File: src/rtl/cbd_poly_writer.sv
// cbd_poly_writer: maps eta=3 CBD beats into [0,Q) and writes one polynomial to RAM
module cbd_poly_writer #(
  parameter int Q       = 3329,
  parameter int ETA     = 3,
  parameter int N_COEFF = 256,
  parameter int LANES   = 4,
  parameter int ADDR_W  = 8
) (
  input  logic                  clk,
  input  logic                  reset,
  input  logic                  start,
  input  logic [1:0]            poly_sel,
  input  logic                  in_valid,
  input  logic [12*LANES-1:0]   in_coeffs,
  output logic                  in_ready,
  output logic                  mem_we,
  output logic [ADDR_W-1:0]     mem_addr,
  output logic [12*LANES-1:0]   mem_wdata,
  output logic                  busy,
  output logic                  done,
  output logic                  range_err
);
  localparam int WORDS = N_COEFF / LANES;
  localparam int CW = $clog2(WORDS);
  localparam logic signed [11:0] ETA_S = 12'(ETA);
  typedef enum logic [1:0] {IDLE, RUN, FLUSH, DONE} state_t;
  state_t state_q, state_d;
  logic [CW-1:0] cnt_q, cnt_d;
  logic [1:0] base_q, base_d;
  logic err_q, err_d, we_q, we_d;
  logic [ADDR_W-1:0] addr_q, addr_d;
  logic [12*LANES-1:0] wdata_q, wdata_d, wdata_map;
  logic [11:0] c;
  logic lane_bad, accept, last;
  assign accept = (state_q == RUN) && in_valid;
  assign last = cnt_q == CW'(WORDS - 1);
  assign in_ready = state_q == RUN;
  assign busy = state_q != IDLE;
  assign done = state_q == DONE;
  assign mem_we = we_q;
  assign mem_addr = addr_q;
  assign mem_wdata = wdata_q;
  assign range_err = err_q;
  // per-lane modular lift of negative coefficients and out-of-range detection
  always_comb begin
    wdata_map = '0;
    lane_bad = 1'b0;
    c = '0;
    for (int i = 0; i < LANES; i++) begin
      c = in_coeffs[12*i +: 12];
      wdata_map[12*i +: 12] = c[11] ? c + 12'(Q) : c;
      lane_bad = lane_bad | ($signed(c) > ETA_S) | ($signed(c) < -ETA_S);
    end
  end
  // next-state: sequencing, beat counting, and the one-cycle write pipeline
  always_comb begin
    state_d = state_q;
    base_d = base_q;
    cnt_d = cnt_q;
    err_d = err_q;
    we_d = accept;
    addr_d = accept ? ADDR_W'({base_q, cnt_q}) : addr_q;
    wdata_d = accept ? wdata_map : wdata_q;
    case (state_q)
      IDLE: if (start) begin
        state_d = RUN;
        base_d = poly_sel;
        cnt_d = '0;
        err_d = 1'b0;
      end
      RUN: if (accept) begin
        cnt_d = last ? cnt_q : cnt_q + CW'(1);
        err_d = err_q | lane_bad;
        state_d = last ? FLUSH : RUN;
      end
      FLUSH: state_d = DONE;
      default: state_d = IDLE;
    endcase
  end
  // state registers with synchronous reset that aborts any pending write
  always_ff @(posedge clk) begin
    if (reset) begin
      state_q <= IDLE;
      base_q <= '0;
      cnt_q <= '0;
      err_q <= 1'b0;
      we_q <= 1'b0;
      addr_q <= '0;
      wdata_q <= '0;
    end else begin
      state_q <= state_d;
      base_q <= base_d;
      cnt_q <= cnt_d;
      err_q <= err_d;
      we_q <= we_d;
      addr_q <= addr_d;
      wdata_q <= wdata_d;
    end
  end
endmodule

File: config.mk
export PLATFORM = sky130hd
export DESIGN_NAME = cbd_poly_writer
export DESIGN_NICKNAME = d
export VERILOG_FILES = /design/src/rtl/cbd_poly_writer.sv
export SDC_FILE = /design/constraint.sdc
export NUM_CORES = 1
export LEC_CHECK = 0
export ABC_AREA = 1
export BUFFER_PORTS_ARGS = -buffer_cell sky130_fd_sc_hd__buf_2
export CORE_ASPECT_RATIO = 0.8
export CORE_MARGIN = 4
export CORE_UTILIZATION = 57
export CTS_BUF_LIST = sky130_fd_sc_hd__clkbuf_4 sky130_fd_sc_hd__clkbuf_8
export DETAILED_ROUTE_END_ITERATION = 16
export PLACE_DENSITY = 0.87
export SLEW_MARGIN = 20
export SYNTH_ARGS = -nofsm -noshare
export SYNTH_HDL_FRONTEND = slang
export SYNTH_SLANG_ARGS = --single-unit
File: constraint.sdc
create_clock -name clk -period 2.5 [get_ports clk]
set_clock_uncertainty 0.2 [all_clocks]
set_input_delay 0.125 -clock clk [delete_from_list [all_inputs] [get_ports clk]]
set_output_delay 0.125 -clock clk [all_outputs]
set_load 0.005 [all_outputs]
==> flow_summary.json <==
{
  "clk_path_buf_depth": 2,
  "root_buffer": "clkbuf_8",
  "n_antenna_cell": 0,
  "post-route-period-util": 0.9621,
  "p_per_area_mw_per_mm2": 502.6,
  "die_h_um": 80.12,
  "worstPathCellList": "inv_2 -> nor2_4 -> nand2_4 -> inv_2 -> buf_8 -> o21ai_0 -> a31oi_1 -> dlygate4sd3_1",
  "synthTopCellsByArea": "dfxtp_1 37%, nand2_1 13%, a21oi_1 7.3%",
  "track_usage": 0.2932,
  "leakagePower_nw": 2.588,
  "min_path_type": "in -> reg",
  "grt_first_pass_wirelength_um": 18810,
  "synth_area_mm2": 0.003706,
  "layout.nets": 776,
  "area_delta_synth_final_pct": 37.71,
  "period_minus_slack_ns": 2.405,
  "p_clk_frac": 0.339,
  "mostFrequentLayoutCells": "128 x nand2_1, 111 x buf_2, 68 x dfxtp_1",
  "synth_warnings": 0,
  "rsz0062_at_grt": "false",
  "vias": 4302,
  "vias_per_cell": 5.384,
  "clock_sinks": 68,
  "critPathMostFrequentCell": "inv_2",
  "status": "complete, no violations",
  "end_kind": "flip-flop",
  "yosysUniqueCellTypes": 36,
  "cts_tree": "built",
  "power_w": 0.002565,
  "finalHoldViolations": 0,
  "num_rows": 25,
  "drv_slew": 0,
  "path_buf_inv": 4,
  "grt_pass1_vias": 4276,
  "wirelength_um": 11390,
  "ys_async_sr_fraction": 0,
  "insertion_delay_ns": 0.34,
  "max_slew.worst_pin.slew_ns": 0.2758,
  "power.switching_w": 0.0007501,
  "synth.yosys.seq_area_share": 0.3673,
  "power_frac_comb": 0.200,
  "ys.flop_type": "dfxtp_1",
  "crit_slowest_cell": "dlygate4sd3_1",
  "start_util": 0.6076,
  "syn_inst": 546,
  "path_clk_slew_ns": 0.07,
  "post_drt_wl_per_cell_um": 14.26,
  "switching_share": 0.2924,
  "ir_drop_uv": 367.6,
  "cp_slowest_stage_delay_ns": 0.57,
  "worstSetupStartpointType": "flip-flop",
  "hpwl_um": 7208,
  "drt-pass1-iter-count": 5,
  "grt_antenna_before_repair": 0,
  "io_buffers": 114,
  "avgSynthCellArea_um2": 6.788,
  "tns_ns": 0,
  "p_int_w": 0.001815,
  "placed_area_mm2": 0.004304,
  "place.gp.congestion": 0.8977,
  "required_ns": 2.58,
  "critical_path_class": "reg -> reg",
  "path_delay_family": "buffers and inverters",
  "drtIter0Drc": 203,
  "final_common_cell": "nand2_1",
  "critPathMaxFanout": 51,
  "finalSetupViolCount": 0,
  "grt_overflow": 0,
  "synth_top_area_frac": 0.3673,
  "core_area_mm2": 0.006100,
  "slew_headroom": 0.8151,
  "die_area_mm2": 0.007864,
  "synth-seq-cells": 68,
  "synth_top_area_cell": "dfxtp_1",
  "htreeDepth": 3,
  "timing.fmax_ghz": 0.4158,
  "numCtsBuffers": 9,
  "synthesis.nets": 609,
  "finalInstanceArea_mm2": 0.005104,
  "ant_nets": 0,
  "drc": 0,
  "pwr-share-seq": 0.461,
  "drive_above_1_share": 0.2117,
  "grt_start_max_net_pins": 52,
  "cp.arrival_ns": 2.49,
  "synth-edff-count": 0,
  "ios": 115,
  "maxCapViolCount": 0,
  "die_x_um": 98.15
}
[power by group through the flow]
stage	Combinational (W)	Clock, W	Sequential (W)
floorplan	0.000233	0	0.00121
global placement	0.000401	0	0.00120
detailed placement	0.000415	0	0.00120
CTS	0.000493	0.000865	0.00118
global route	0.000569	0.000918	0.00119
finish	0.000513	0.000869	0.00118
[layer usage]
| layer | part of all wire | up-vias | global-route usage |
|---|---|---|---|
| met1 | 0.41 | 1943 | 0.3378 |
| met2 | 0.48 | 208 | 0.5109 |
| met4 | 0.029 | 0 | 0.1378 |
| met3 | 0.086 | 48 | 0.07813 |
| li1 | - | 2103 | - |
| met5 | 0 | - | 0 |
[worst min-delay path, stage by stage]
cell and delay (ns):
buf_2 0.10, inv_1 0.07, xor2_1 0.15, a21oi_1 0.07
[final cells by class]
| cell class | count | area, µm² |
|---|---|---|
| Tap cell | 81 | 101.3 |
| Inverter | 62 | 232.7 |
| Multi-Input combinational cell | 395 | 2013 |
| Sequential cell | 68 | 1361 |
| Fill cell | 407 | 996.0 |
| Timing Repair Buffer | 177 | 1207 |
| Clock inverter | 4 | 22.52 |
| Clock buffer | 12 | 165.2 |
[registers in the layout (all words and copies together) (netlist names)]
name       cells
base_q         2
state_q        2
mem_wdata     48
range_err      1
cnt_q          6
mem_we         1
mem_addr       8
[kinds of logic after synthesis]
family,Yosys count,share of synthesized area
simple gates,233,0.2654
compound gates,128,0.1870
buf+inv,83,0.09082
flops,68,0.3673
xor+xnor,25,0.05908
fa+ha+maj,9,0.03039
[cells in the mapped netlist (all sizes together), types with 8 or more instances]
cell	n
o21ai	51
a31oi	9
nand3	26
xor2	16
xnor2	9
nor2	63
buf	13
ha	9
inv	61
clkbuf	8
a21oi	54
nand2	133
dfxtp	68
[through the flow]
stage,std cells,hold WS (ns),util,worst slack [ns]
global placement,724,0.1830,0.7056,0.6845
global route,799,0.02531,0.8367,0.02048
floorplan,546,-0.005934,-,0.9822
finish,799,0.01890,0.8367,0.09482
detailed placement,724,0.2036,0.7056,0.5715
CTS,799,0.008468,0.8332,0.06140
[worst paths after layout]
kind         cells past startpoint       endpoint  slack (ns)          start
min reg2reg                      2    mem_addr[0]        0.27    mem_addr[0]
max                              8  mem_wdata[25]        0.09     state_q[0]
min                              4  mem_wdata[20]        0.02  in_coeffs[20]
max reg2reg                      8  mem_wdata[25]        0.09     state_q[0]
[repair_timing]
action / 4_1_cts / 5_1_grt
endpoints found under the setup margin: 0 / 9
setup buffers: 0 / 1
hold endpoints to repair: 59 / 0
resized for setup: 0 / 9
hold buffers: 59 / 0
(Power assumes the default switching activity.)
